### src/rtl/fifo_wr_arbiter.sv
// fifo_wr_arbiter: round-robin burst arbiter that lets NREQ requesters share
// the write port of one synchronous FIFO. A grant lasts until the owner sends
// a beat flagged last, or until MAX_BURST beats have been written, whichever
// comes first. One IDLE arbitration cycle separates consecutive bursts.
module fifo_wr_arbiter #(
    parameter int WIDTH     = 16,
    parameter int NREQ      = 4,
    parameter int MAX_BURST = 8
) (
    input  logic                     clk,
    input  logic                     rst,
    input  logic [NREQ-1:0]          req_valid,
    input  logic [NREQ*WIDTH-1:0]    req_data,
    input  logic [NREQ-1:0]          req_last,
    output logic [NREQ-1:0]          req_ready,
    output logic [WIDTH-1:0]         fifo_data_in,
    output logic                     fifo_write_en,
    input  logic                     fifo_full,
    output logic [$clog2(NREQ)-1:0]  grant_id,
    output logic                     busy
);

    localparam int               IDW         = $clog2(NREQ);
    localparam logic [7:0]       MAX_BURST_C = 8'(MAX_BURST);
    localparam logic [IDW-1:0]   LAST_IDX    = IDW'(NREQ - 1);

    typedef enum logic {
        IDLE  = 1'b0,
        BURST = 1'b1
    } state_t;

    state_t          state_q, state_d;
    logic [IDW-1:0]  owner_q, owner_d;
    logic [IDW-1:0]  last_grant_q, last_grant_d;
    logic [7:0]      beat_cnt_q, beat_cnt_d;

    logic [WIDTH-1:0] data_arr [NREQ];
    logic             owner_valid;
    logic             owner_last;
    logic             beat_xfer;
    logic [7:0]       beat_cnt_inc;
    logic             burst_done;

    // First requester with valid set, scanning circularly from last+1, so the
    // previous owner is considered last and the scan wraps past NREQ-1 to 0.
    function automatic logic [IDW-1:0] rr_pick(
        input logic [NREQ-1:0] valid,
        input logic [IDW-1:0]  last
    );
        logic [IDW-1:0] pick;
        logic [IDW-1:0] idx;
        logic           found;
        pick  = last;
        found = 1'b0;
        for (int off = 1; off <= NREQ; off++) begin
            idx = IDW'((int'(last) + off) % NREQ);
            if (!found && valid[idx]) begin
                pick  = idx;
                found = 1'b1;
            end
        end
        return pick;
    endfunction

    // Split the flat data bus into one word per requester for clean muxing.
    for (genvar g = 0; g < NREQ; g++) begin : g_unpack
        assign data_arr[g] = req_data[g*WIDTH +: WIDTH];
    end

    // Only the owner's valid and last are looked at during a burst; the
    // other requesters are ignored until the next IDLE arbitration cycle.
    assign owner_valid  = req_valid[owner_q];
    assign owner_last   = req_last[owner_q];
    assign beat_xfer    = (state_q == BURST) && owner_valid && !fifo_full;
    assign beat_cnt_inc = beat_cnt_q + 8'd1;
    assign burst_done   = owner_last || (beat_cnt_inc == MAX_BURST_C);

    // State register.
    // NOTE: sequential state is updated with non-blocking assignments so every
    // flop samples the pre-edge values, regardless of process ordering.
    always_ff @(posedge clk) begin
        if (rst) begin
            state_q <= IDLE;
        end else begin
            state_q <= state_d;
        end
    end

    // Owner, round-robin pointer and beat counter registers.
    always_ff @(posedge clk) begin
        if (rst) begin
            owner_q      <= '0;
            last_grant_q <= LAST_IDX;
            beat_cnt_q   <= '0;
        end else begin
            owner_q      <= owner_d;
            last_grant_q <= last_grant_d;
            beat_cnt_q   <= beat_cnt_d;
        end
    end

    // Next-state logic: arbitrate in IDLE, count beats and terminate in BURST.
    // NOTE: every signal written here gets a default first, so no path leaves
    // it unassigned and no latch is inferred.
    always_comb begin
        state_d      = state_q;
        owner_d      = owner_q;
        last_grant_d = last_grant_q;
        beat_cnt_d   = beat_cnt_q;
        case (state_q)
            IDLE: begin
                if (|req_valid) begin
                    owner_d    = rr_pick(req_valid, last_grant_q);
                    beat_cnt_d = '0;
                    state_d    = BURST;
                end
            end
            BURST: begin
                // A stalled or silent owner keeps the grant; the counter
                // advances only on beats that actually reach the FIFO.
                if (beat_xfer) begin
                    beat_cnt_d = beat_cnt_inc;
                    if (burst_done) begin
                        state_d      = IDLE;
                        last_grant_d = owner_q;
                    end
                end
            end
            default: begin
                state_d = IDLE;
            end
        endcase
    end

    // Output logic: handshake and FIFO write are combinational off the owner,
    // and forced quiet while reset is held, even if a burst was in flight.
    always_comb begin
        req_ready     = '0;
        fifo_write_en = 1'b0;
        busy          = 1'b0;
        fifo_data_in  = data_arr[owner_q];
        grant_id      = last_grant_q;
        if (state_q == BURST) begin
            grant_id = owner_q;
            if (!rst) begin
                busy               = 1'b1;
                req_ready[owner_q] = !fifo_full;
                fifo_write_en      = owner_valid && !fifo_full;
            end
        end
    end

endmodule

### config.mk
export PLATFORM = sky130hd
export DESIGN_NAME = fifo_wr_arbiter
export DESIGN_NICKNAME = d
export VERILOG_FILES = /design/src/rtl/fifo_wr_arbiter.sv
export SDC_FILE = /design/constraint.sdc
export NUM_CORES = 1
export LEC_CHECK = 0
export ABC_AREA = 1
export BUFFER_PORTS_ARGS = -buffer_cell sky130_fd_sc_hd__buf_2
export CORE_AREA = 2 2 60 62
export CTS_CLUSTER_SIZE = 24
export DETAILED_ROUTE_END_ITERATION = 12
export DIE_AREA = 0 0 62 64
export PLACE_DENSITY_LB_ADDON = 0.08
export SLEW_MARGIN = 0
export SYNTH_ARGS = -nofsm -noshare
export SYNTH_HDL_FRONTEND = slang
export SYNTH_SLANG_ARGS = --single-unit
### constraint.sdc
create_clock -name clk -period 1.7 [get_ports clk]
set_clock_uncertainty 0.1 [all_clocks]
set_input_delay 0.255 -clock clk [delete_from_list [all_inputs] [get_ports clk]]
set_output_delay 0.255 -clock clk [all_outputs]
set_load 0.1 [all_outputs]
==> impl_metrics.tcl <==
set metrics [dict create \
    drive_gt1_share_pct 58.1 \
    cts_tree "built" \
    slew_headroom_pct 70.9 \
    final_core_util_pct 83.4 \
    syn_avg_cell_area_um2 5.87 \
    hpwl_mm 4.03 \
    place_inst 362 \
    synth_fa_ha_area_share_pct 0.964 \
    hold_path_class "in2reg" \
    clock-sinks 13 \
    cts_buffer_depth 2 \
    drt_iter0_markers 74 \
    wire_per_inst_um 14.9 \
    n_antenna_cell 0 \
    endpoint_kind "primary output" \
    via_count 2009 \
    row_count 21 \
    globalplace.congestion 0.889 \
    setup_slack_ns -0.102 \
    status "finished, violations left" \
    power_density_mw_per_mm2 1210 \
    clkTransAtPathRegs_ns 0.09 \
    finalCritPeriodShare_pct 106 \
    cp.arrival_ns 1.45 \
    ys_warn_count 0 \
    drtAntennaViolNets 0 \
    grt_util_all_layers_pct 27.2 \
    swShare_pct 58.1 \
    floorplan.initialDensity_pct 39.5 \
    switchingPower_mw 1.93 \
    power_frac_clock_pct 6.1 \
    async_flop_share_pct 0 \
    port_buffers 98 \
    maxCapViolations 0 \
    p_comb_share_pct 82.2 \
    fin_cells 380 \
    hold_viol_final 0 \
    max-vdd-ir-drop_v 0.000724 \
    pre_cts_ws_ns 0.0478 \
    startpoint_type "flip-flop" \
    antenna_found_initial 0 \
    synthSimpleGateAreaFrac_pct 42.5 \
    min_period_ns 1.80 \
    synth_nets 297 \
    vias_per_cell 5.29 \
    synthTopCellsByArea "nand2_1 24%, dfxtp_1 20%, a22oi_1 14%" \
    p_int_mw 1.39 \
    grt_overflow_total 0 \
    power_frac_seq_pct 11.7 \
    yosys.area.top_type "nand2_1" \
    grt_pass1_wl_mm 8.38 \
    hold_ws_ns 0.240 \
    clock_latency_ns 0.27 \
    synth_top_family_by_area "simple AND/OR/NAND/NOR gates" \
    synth_cell_types 27 \
    die_area_mm2 0.00397 \
    drt-pass1-iter-count 4 \
    cts_hold_buf 0 \
    cts_root_buffer "clkbuf_4" \
    synth_flop_cell "dfxtp_1" \
    critical_path_buf_inv_count 3 \
    ys_ff_latch 13 \
    wl_met3_um 393 \
    p_leak_nw 1.28 \
    crit_required_ns 1.34 \
    path_class "reg2out" \
    syn_to_final_growth_pct 111 \
    setup_viol 23 \
    wl_met2_mm 3.15 \
    tightest_slew_ns 0.431 \
    syn_area_mm2 0.00130 \
    routed.top_layer "met4" \
    synth_top_area_share_pct 23.7 \
    worstPathCellList "inv_6 -> nand2_8 -> inv_4 -> a22oi_1 -> nand2_2 -> buf_12" \
    cpPeakStageDelay_ns 0.43 \
    maxSlewViolCount 0 \
    route.detailed.drc 0 \
    synth-xor-area-share_pct 2.70 \
    max_freq_mhz 555 \
    grt_setup_unrepaired "yes" \
    drt-met1-wl_mm 2.01 \
    grt_max_degree 18 \
    cts_max_level 1 \
    grt_pass1_vias 1869 \
    ys_seq_area_share_pct 20.1 \
    numCtsBuffers 3 \
    core_area_mm2 0.00328 \
    violations "negative setup slack" \
    fin_nets 411 \
    crit_family "flip-flops" \
    drt_wl_total_mm 5.65 \
    crit_fanout 8 \
    synth_cells 221 \
    die_y_um 64 \
    synth_edf_count 0 \
    io_pins 99 \
    die_x_um 62 \
    synth_compound_area_share_pct 25.1 \
    slowest_stage "dfxtp_4" \
    synthMuxAreaShare_pct 0 \
]
-- synth_stat cells, types with 3 or more instances --
master / count
nand2_1: 82
nand3_1: 25
a22oi_1: 24
inv_1: 16
dfxtp_1: 13
a21oi_1: 11
nor2_1: 8
inv_2: 6
clkbuf_1: 5
nand4_1: 5
o21ai_1: 4
o21ai_0: 3
-- cell usage in the layout, fill, tap and decap left out, types with 2 or more instances in the layout --
| cell type | count |
|---|---|
| nand4_1 | 5 |
| dfxtp_1 | 7 |
| dfxtp_4 | 4 |
| nand2_4 | 3 |
| clkbuf_4 | 3 |
| dfxtp_2 | 2 |
| o22ai_4 | 2 |
| o21ai_1 | 4 |
| xor2_1 | 2 |
| a22oi_2 | 19 |
| nand2_2 | 10 |
| nand3_2 | 6 |
| nand2_1 | 68 |
| nand3_1 | 19 |
| buf_2 | 74 |
| nor2_4 | 7 |
| inv_1 | 12 |
| a21oi_1 | 11 |
| inv_2 | 3 |
| nor2_1 | 2 |
| inv_8 | 6 |
| inv_4 | 3 |
| buf_6 | 2 |
| buf_4 | 12 |
| a22oi_1 | 5 |
| nand2_8 | 3 |
| buf_12 | 25 |
-- area by class of cell --
class / count / area [um2]
clock buffers: 4 / 26.3
repair inverters: 2 / 17.5
fillers: 196 / 547
inverters: 23 / 134
well taps: 46 / 57.6
multi-input cells: 179 / 1240
repair buffers: 113 / 983
flip-flops and latches: 13 / 278
-- cell families (layout without fill, tap and decap cells) --
kind of cell / Yosys count / count (layout)
buffers and inverters: 29 / 142
AND/OR/NAND/NOR: 127 / 127
adder cells (fa/ha/maj): 1 / 1
flip-flops: 13 / 13
XOR/XNOR: 4 / 4
AO/OA/AOI/OAI: 47 / 47
-- path summary, 6_finish.rpt --
path	from	end	slack [ns]	cells past startpoint
worst min-delay path	fifo_full	beat_cnt_q[2]	0.24	4
worst max-delay path	owner_q[1]	fifo_data_in[9]	-0.10	6
worst min register to register	beat_cnt_q[0]	beat_cnt_q[0]	0.38	1
worst max register to register	owner_q[0]	beat_cnt_q[4]	-0.05	8
-- timing repair --
action	4_1_cts	5_1_grt
endpoints found under the setup margin	21	33
gates cloned	2	0
resized for setup	42	13
setup buffers	8	4
pin swaps	11	11
-- state kept, by name, summed over array words and instances, names as in the netlist --
name / count
beat_cnt_q: 8
last_grant_q: 2
owner_q: 2
state_q: 1
-- metal layers --
metal / GRT usage [%] / up-vias
li1: - / 986
met1: 29.9 / 926
met2: 52.2 / 87
met3: 3.64 / 10
met4: 6.12 / 0
met5: 0 / -
-- per-stage QoR --
| step | setup TNS [ns] | area [um2] | power, mW |
|---|---|---|---|
| global route | -2.60 | 2740 | 3.44 |
| global placement | 0 | 2360 | 2.80 |
| floorplan | -2.43 | 1490 | 2.00 |
| detailed placement | 0 | 2360 | 2.81 |
| CTS | -0.821 | 2660 | 3.25 |
| finish | -1.12 | 2740 | 3.32 |
-- worst min-delay path, delay by kind of cell --
family / cells / cell delay, ns
buf+inv: 1 / 0.12
simple gates: 2 / 0.13
compound gates: 1 / 0.07
-- power groups by stage --
stage / clock network, mW / registers [mW] / logic [mW]
floorplan: 0 / 0.373 / 1.63
global placement: 0 / 0.386 / 2.41
detailed placement: 0 / 0.385 / 2.43
CTS: 0.197 / 0.391 / 2.66
global route: 0.212 / 0.391 / 2.84
finish: 0.201 / 0.389 / 2.73
No activity file was read; power rests on OpenSTA's default activity.
